[config.mk]
export PLATFORM = sky130hd
export DESIGN_NAME = pipeline_hazard_ctrl
export DESIGN_NICKNAME = d
export VERILOG_FILES = /design/src/rtl/pipeline_hazard_ctrl.sv
export SDC_FILE = /design/constraint.sdc
export NUM_CORES = 1
export LEC_CHECK = 0
export CORE_MARGIN = 2
export CORE_UTILIZATION = 40
export DETAILED_ROUTE_END_ITERATION = 10
export PLACE_DENSITY = 0.94
export SETUP_SLACK_MARGIN = 0.15
export SYNTH_ARGS = -nofsm -noshare
export SYNTH_HDL_FRONTEND = slang
export SYNTH_SLANG_ARGS = --single-unit
[constraint.sdc]
create_clock -name Clk -period 3.6 [get_ports Clk]
set_input_delay 0.54 -clock Clk [delete_from_list [all_inputs] [get_ports Clk]]
set_output_delay 0.54 -clock Clk [all_outputs]
set_load 0.005 [all_outputs]
[src/rtl/pipeline_hazard_ctrl.sv]
// ---------------------------------------------------------------------------
// pipeline_hazard_ctrl : run/halt/step sequencer and hazard control for the
// 5-stage pipeline. Optional statistics counters: define HAZ_STATS_EN.
// Rev 1.0
// ---------------------------------------------------------------------------
`default_nettype none

module pipeline_hazard_ctrl #(
  parameter int MEM_TIMEOUT = 15,
  parameter int CNT_W       = 16
) (
  input  logic             Clk,
  input  logic             Rst,
  input  logic             Run_Req,
  input  logic             Step_Req,
  input  logic [4:0]       ID_Rs,
  input  logic [4:0]       ID_Rt,
  input  logic [4:0]       EX_Rt,
  input  logic             EX_MemRead,
  input  logic             Br_Taken_EX,
  input  logic             Jump_ID,
  input  logic             Mem_Busy,
  output logic             PC_En,
  output logic             IF_ID_En,
  output logic             IF_ID_Flush,
  output logic             ID_EX_En,
  output logic             ID_EX_Flush,
  output logic             EX_MEM_En,
  output logic             MEM_WB_En,
  output logic [1:0]       State,
  output logic             Fault,
  output logic [CNT_W-1:0] Stall_Count,
  output logic [CNT_W-1:0] Flush_Count
);

  typedef enum logic [1:0] {
    S_HALT    = 2'd0,
    S_RUN     = 2'd1,
    S_STEP    = 2'd2,
    S_MEMWAIT = 2'd3
  } state_t;

  localparam logic [7:0] TIMEOUT_LAST = 8'(MEM_TIMEOUT - 1);

  state_t     cur_state;
  logic [7:0] wait_cnt;
  logic       fault_flag;

  logic advance;
  logic go;
  logic load_use;
  logic branch_evt;
  logic stall_lu;
  logic jump_evt;

  assign advance    = (cur_state == S_RUN) || (cur_state == S_STEP);
  assign go         = advance && !Mem_Busy;
  assign load_use   = EX_MemRead && (EX_Rt != 5'd0) &&
                      ((EX_Rt == ID_Rs) || (EX_Rt == ID_Rt));
  assign branch_evt = go && Br_Taken_EX;
  assign stall_lu   = go && !Br_Taken_EX && load_use;
  assign jump_evt   = go && !Br_Taken_EX && !load_use && Jump_ID;

  // ID/EX stays enabled on a load-use stall so the bubble is captured.
  assign PC_En       = go && !stall_lu;
  assign IF_ID_En    = go && !stall_lu;
  assign IF_ID_Flush = branch_evt || jump_evt;
  assign ID_EX_En    = go;
  assign ID_EX_Flush = branch_evt || stall_lu;
  assign EX_MEM_En   = go;
  assign MEM_WB_En   = go;

  assign State = cur_state;
  assign Fault = fault_flag;

  always_ff @(posedge Clk or negedge Rst) begin
    if (!Rst) begin
      cur_state  <= S_HALT;
      wait_cnt   <= 8'd0;
      fault_flag <= 1'b0;
    end else begin
      case (cur_state)
        S_HALT: begin
          if (Run_Req && !fault_flag)       cur_state <= S_RUN;
          else if (Step_Req && !fault_flag) cur_state <= S_STEP;
        end
        S_STEP: begin
          if (Mem_Busy) begin
            cur_state <= S_MEMWAIT;
            wait_cnt  <= 8'd0;
          end else begin
            cur_state <= S_HALT;
          end
        end
        S_RUN: begin
          if (Mem_Busy) begin
            cur_state <= S_MEMWAIT;
            wait_cnt  <= 8'd0;
          end else if (!Run_Req) begin
            cur_state <= S_HALT;
          end
        end
        S_MEMWAIT: begin
          if (!Mem_Busy) begin
            cur_state <= Run_Req ? S_RUN : S_HALT;
          end else if (wait_cnt >= TIMEOUT_LAST) begin
            fault_flag <= 1'b1;
            cur_state  <= S_HALT;
          end else begin
            wait_cnt <= wait_cnt + 8'd1;
          end
        end
        default: cur_state <= S_HALT;
      endcase
    end
  end

`ifdef HAZ_STATS_EN
  logic             stall_evt;
  logic             flush_evt;
  logic [CNT_W-1:0] stall_cnt;
  logic [CNT_W-1:0] flush_cnt;

  // Memory-wait stalls are counted for every cycle busy is seen while live.
  assign stall_evt = stall_lu || (Mem_Busy && (advance || (cur_state == S_MEMWAIT)));
  assign flush_evt = branch_evt || jump_evt;

  always_ff @(posedge Clk or negedge Rst) begin
    if (!Rst) begin
      stall_cnt <= '0;
      flush_cnt <= '0;
    end else begin
      if (stall_evt && (stall_cnt != '1)) stall_cnt <= stall_cnt + CNT_W'(1);
      if (flush_evt && (flush_cnt != '1)) flush_cnt <= flush_cnt + CNT_W'(1);
    end
  end

  assign Stall_Count = stall_cnt;
  assign Flush_Count = flush_cnt;
`else
  assign Stall_Count = '0;
  assign Flush_Count = '0;
`endif

endmodule

`default_nettype wire

==> results of run 1 <==
## cell type report
class,count,area (um2),area share
clock buffers,4,26.28,0.01985
inverters,5,18.77,0.01418
multi-input cells,105,645.6,0.4877
flip-flops and latches,11,275.3,0.2079
well taps,30,37.54,0.02836
repair buffers,32,320.3,0.2420
## cell usage after synthesis (all sizes together)
cell | count | area [um2]
a21boi | 1 | 7.510
a21o | 1 | 7.510
a21oi | 4 | 20.02
a22o | 2 | 17.52
a31o | 1 | 8.760
a31oi | 2 | 12.51
and3 | 1 | 6.260
and4b | 1 | 10.01
buf | 36 | 270.3
clkbuf | 1 | 3.750
conb | 1 | 3.750
dfrtp | 11 | 275.3
ha | 6 | 75.07
inv | 5 | 18.77
mux2 | 2 | 22.52
mux2i | 2 | 20.02
nand2 | 5 | 18.77
nand3 | 4 | 20.02
nand3b | 1 | 7.510
nand4 | 2 | 12.51
nor2 | 10 | 37.54
nor2b | 5 | 31.28
nor3 | 1 | 5.000
nor3b | 1 | 7.510
nor4 | 1 | 21.27
o211ai | 1 | 7.510
o21ai | 5 | 28.78
o21ba | 1 | 10.01
o22ai | 1 | 6.260
or4 | 1 | 7.510
xnor2 | 10 | 87.58
xor2 | 1 | 8.760
## metrics by stage
| step | utilization | power [mW] |
|---|---|---|
| global route | 0.5202 | 0.6552 |
| global placement | 0.5098 | 0.5147 |
| floorplan | - | 0.4104 |
| CTS | 0.5202 | 0.6065 |
| detailed placement | 0.5098 | 0.5231 |
| finish | 0.5202 | 0.5976 |
## sequential cells by signal (all words and copies together), names as in the netlist
register	cells
wait_cnt	8
State	2
Fault	1
## routing by layer
layer	global-route usage	vias up	wire (um)
li1	-	421	-
met1	0.1207	388	732
met2	0.2202	34	1080
met3	0.03917	0	120
met4	0.04082	0	0
met5	0	-	0
## cells in the final DEF (no fill, tap or decap), drive strengths merged, types with 4 or more instances in the layout
cell and instances:
a21oi 4, inv 5, nand2 5, conb 32
o21ai 5, clkdlybuf4s50 32, nor2b 5, clkbuf 4
ha 6, dfrtp 11, nor2 10, xnor2 10
nand3 4
## worst max-delay path, cell delays in order
cell	delay, ns
clkdlybuf4s50_1	0.47
or4_1	0.55
o21ai_2	0.16
nor2_1	0.07
a21boi_1	0.18
clkdlybuf4s50_1	0.52
## path summary, 6_finish.rpt
| check | startpoint | endpoint | slack (ns) | cells past startpoint |
|---|---|---|---|---|
| min reg2reg | Fault | Fault | 0.54 | 1 |
| max reg2reg | State[0] | wait_cnt[3] | 1.74 | 5 |
| min in group asynchronous | Rst | State[1] | 0.60 | 1 |
| max | EX_Rt[2] | PC_En | 0.56 | 6 |
| min | Fault | Fault | 0.54 | 1 |
| max in group asynchronous | Rst | wait_cnt[3] | 2.68 | 1 |
## where the power goes
part	switching [mW]	internal, mW
logic	0.166	0.196
registers	0.0168	0.139
clock network	0.0372	0.0428
total	0.220	0.378
## logic make-up (layout without fill, tap and decap cells)
family          Yosys count  in the layout  synth area share
simple gates             33             33            0.1688
other cells               1             32          0.003417
xor+xnor                 11             11           0.08780
flops                    11             11            0.2509
buf+inv                  42             41            0.2668
compound gates           19             19            0.1152
mux                       4              4           0.03877
fa+ha+maj                 6              6           0.06841
==> out/metrics.yaml, run 1 <==
ir_drop_uv: 251.9
clk_latency_ns: 0.26
worst_slack_ns: 0.5640
grt_pass1_vias: 776
numCtsBuffers: 3
cts-root-buf: "clkbuf_4"
dp_cells: 183
cts.htree.levels: 1
setup_viol: 0
max-cap-violations: 0
grt_start_max_net_pins: 12
first_iter_violations: 9
num_vias: 843
post-route-cell-area_um2: 1324
outcome: "completed"
start_kind: "input port"
crit_required_ns: 3.06
antenna_found_initial: 0
crit_path_max_fanout: 3
core_um2: 2545
io_pins: 65
postSynthAreaPerCell_um2: 8.640
place.gp.congestion: 0.8590
powerDensity_nw_per_um2: 451.4
ys_warn_count: 0
portBuffers: 32
n_fill_cell: 247
diodes: 0
slew_viol_final: 0
stdcell_count: 187
first_pass_iters: 4
rows: 18
dpl_worst_slack_ns: 0.5536
drt_wl_total_um: 1932
tns_ns: 0
area_delta_synth_final_pct: 20.64
rsz0062_at_grt: "no"
syn_inst: 127
crit_type: "in2out"
vias_per_cell: 4.508
drcViolationCount: 0
fin_skew_ns: 0.003966
hold_buffers: 0
syn-cell-area_um2: 1097
final_antenna_net_count: 0
synth-seq-cells: 11
cts_tree: "yes"
fmax_ghz: 0.3294
timing.final.crit_share: 0.8433
grt.total_usage: 0.1176
hpwl_um: 1689
power_leakage_nw: 0.6144
die_h_um: 56.38
finalCriticalPeriod_ns: 3.036
die_x_um: 56.38
wl_per_cell_um: 10.33
clock_sinks: 11
placed_area_um2: 1297
clk_pin_slew_worst_paths_ns: 0.06
die-area_um2: 3178
start_util: 0.4312
fin_nets: 187
hold_path_class: "reg2reg"
grt_pass1_wl_um: 3015
grt_overflow: 0
arrival_ns: 2.50
worst_pin_slew_ns: 0.6298
cts_post_setup_buffers_inserted: 0
fin_worst_hold_slack_ns: 0.5425
slew_headroom: 0.5769
endpoint_kind: "output port"
clockBufferDepth: 2
postCtsResizedCells: 0
seq_area_frac_synth: 0.2509
drive_above_1_share: 0.05732
hold_violations: 0
synth_cell_types: 33
Power figures use the tool's default switching activity.
==> inputs of run 2 (changes only) <==
--- a/config.mk
+++ b/config.mk
@@ -6,9 +6,9 @@
 export NUM_CORES = 1
 export LEC_CHECK = 0
 export CORE_MARGIN = 2
-export CORE_UTILIZATION = 40
+export CORE_UTILIZATION = 34
 export DETAILED_ROUTE_END_ITERATION = 10
-export PLACE_DENSITY = 0.94
+export PLACE_DENSITY = 0.86
 export SETUP_SLACK_MARGIN = 0.15
 export SYNTH_ARGS = -nofsm -noshare
 export SYNTH_HDL_FRONTEND = slang
==> constraint.sdc (replaced) <==
create_clock -name Clk -period 2.61 [get_ports Clk]
set_input_delay 0.3915 -clock Clk [delete_from_list [all_inputs] [get_ports Clk]]
set_output_delay 0.3915 -clock Clk [all_outputs]
set_load 0.005 [all_outputs]
==> run 2 against run 1 <==
Worst setup slack lost 0.38 ns; clock-buffer cell count did not move; die area increased by 16%; sequential cell count unchanged; cell area up 7.1%; worst hold slack worse by 0.082 ns; power up 46%; first-iteration DRC count rose to 5.9 times the previous value; utilization is 5.6 points lower; wire length grew 13%; global-route usage grew 0.55 points; largest power group unchanged.
==> out/metrics.yaml, run 2 (synthesized netlist as in run 1, its figures left out) <==
grt_pass1_wl_um: 3374  # was 3015 um
power_leakage_nw: 0.6845  # was 0.6144 nW
clk_latency_ns: 0.27  # was 0.26 ns
crit_path_max_fanout: 2  # was 3
hold_buffers: 0  # unchanged
die_x_um: 60.81  # was 56.38 um
top_register: "wait_cnt"  # unchanged
powerDensity_nw_per_um2: 615.4  # was 451.4 nW/um2
numCtsBuffers: 3  # unchanged
grt_start_max_net_pins: 12  # unchanged
grt_overflow: 0  # unchanged
clkPwrFrac: 0.132  # was 0.134
cts-root-buf: "clkbuf_4"  # unchanged
reg2reg_depth: 6  # was 5
cts.htree.levels: 1  # unchanged
power_frac_seq: 0.246  # was 0.261
p_switching_mw: 0.3247  # was 0.2198 mW
fmax_ghz: 0.4116
outcome: "completed"  # unchanged
max-cap-violations: 0  # unchanged
io_pins: 65  # unchanged
first_iter_violations: 53  # was 9
grt.total_usage: 0.1231  # was 0.1176
core_um2: 3053  # was 2545 um2
n_fill_cell: 321  # was 247
fin_nets: 195  # was 187
area_delta_synth_final_pct: 29.19  # was 20.64%
grt_pass1_vias: 785  # was 776
hpwl_um: 1783  # was 1689 um
antenna_found_initial: 0  # unchanged
num_vias: 858  # was 843
start_util: 0.3594  # was 0.4312
slew_viol_final: 0  # unchanged
hold_path_class: "in2async"  # was reg2reg
final_antenna_net_count: 0  # unchanged
drcViolationCount: 0  # unchanged
start_kind: "input port"  # unchanged
layout_common_cells: "conb_1, clkdlybuf4s50_1, dfrtp_1"  # unchanged
portBuffers: 32  # unchanged
first_pass_iters: 4  # unchanged
ir_drop_uv: 156.8  # was 251.9 uV
reg2reg_from: "wait_cnt[0]"  # was State[0]
r2r_end: "State[1]"  # was wait_cnt[3]
die_h_um: 60.81  # was 56.38 um
crit_type: "in2out"  # unchanged
clockBufferDepth: 2  # unchanged
combinationalPowerShare: 0.622  # was 0.605
swShare: 0.3722  # was 0.3678
hold_violations: 0  # unchanged
rows: 20  # was 18
wl_per_cell_um: 10.49  # was 10.33 um
rsz0062_at_grt: "no"  # unchanged
fin_util: 0.4643  # was 0.5202
crit_required_ns: 2.22  # was 3.06 ns
timing.final.crit_share: 0.9308
drive_above_1_share: 0.1152  # was 0.05732
die-area_um2: 3698  # was 3178 um2
endpoint_kind: "output port"  # unchanged
slew_headroom: 0.6264  # was 0.5769
place.gp.congestion: 0.7526  # was 0.8590
drt_wl_total_um: 2192  # was 1932 um
fin_skew_ns: 0.005260  # was 0.003966 ns
clock_sinks: 11  # unchanged
p_total_mw: 0.8725  # was 0.5976 mW
arrival_ns: 2.04  # was 2.50 ns
reg2reg_slack_ns: 0.80  # was 1.74 ns
diodes: 0  # unchanged
clk_pin_slew_worst_paths_ns: 0.07  # was 0.06 ns
final_common_cell: "conb_1"
setup_viol: 0  # unchanged
cts_tree: "yes"  # unchanged
largest_reg_flops: 8  # unchanged
finalCriticalPeriod_ns: 2.429
worst_pin_slew_ns: 0.5562  # was 0.6298 ns
p_int_mw: 0.5477  # was 0.3778 mW
vias_per_cell: 4.105  # was 4.508
run 2: cell count changes in the layout (fill, tap and decap cells not counted), sizes merged:
cell and delta:
buf +8, clkdlybuf4s50 -5, dlygate4sd2 +4, dlymetal6s2s +1
run 2: worst max path at each step:
| stage | start | end | slack [ns] | depth (start not counted) |
|---|---|---|---|---|
| after global routing | EX_Rt[2] | ID_EX_Flush | 0.13 | 6 |
| after CTS | EX_Rt[1] | ID_EX_Flush | 0.16 | 6 |
| after detailed placement | EX_Rt[1] | PC_En | -0.07 | 6 |
| after global placement | EX_Rt[1] | IF_ID_En | -0.02 | 6 |
| after floorplan | State[0] | PC_En | 0.66 | 5 |
| final | EX_Rt[2] | ID_EX_Flush | 0.18 | 6 |
run 2: per-layer routing:
layer  global-route usage  part of all wire
met2               0.2304              0.56
met5                    0                 0
met4              0.02795            0.0087
met3              0.03838             0.047
met1               0.1351              0.38
run 2: final cells by class:
class / count / area [um2] / area share
Sequential cell: 11 / 275.3 / 0.1942
Inverter: 5 / 18.77 / 0.01324
Timing Repair Buffer: 40 / 377.9 / 0.2665
Clock buffer: 4 / 26.28 / 0.01853
Tap cell: 44 / 55.05 / 0.03883
Multi-Input combinational cell: 105 / 664.4 / 0.4687
run 2: worst max-delay path, stage by stage:
cell and delay, ns:
clkdlybuf4s50_1 0.44, or4_4 0.54, o21ai_4 0.15, nor3b_1 0.06, a22o_1 0.19, dlygate4sd2_1 0.26
run 2: repair_timing:
| action | CTS | global route |
|---|---|---|
| pin swaps | 1 | 3 |
| setup endpoints to repair | 7 | 6 |
| buffers inserted | 0 | 2 |
| resized for setup | 6 | 3 |
run 2: power by group through the flow:
| stage | registers (mW) | clock network, mW | logic (mW) |
|---|---|---|---|
| finish | 0.215 | 0.115 | 0.543 |
| CTS | 0.215 | 0.120 | 0.525 |
| floorplan | 0.216 | 0 | 0.350 |
| detailed placement | 0.218 | 0 | 0.526 |
| global route | 0.220 | 0.127 | 0.606 |
| global placement | 0.216 | 0 | 0.519 |
run 2: per-stage QoR:
step	setup TNS, ns	instances	worst slack (ns)	hold slack (ns)	cell area [um2]
floorplan	0	158	0.6612	0.09591	1214
global placement	-0.03982	203	-0.02055	0.5053	1360
detailed placement	-0.1660	203	-0.07181	0.5276	1360
CTS	0	207	0.1570	0.4656	1389
global route	0	209	0.1331	0.4880	1418
finish	0	209	0.1806	0.4600	1418
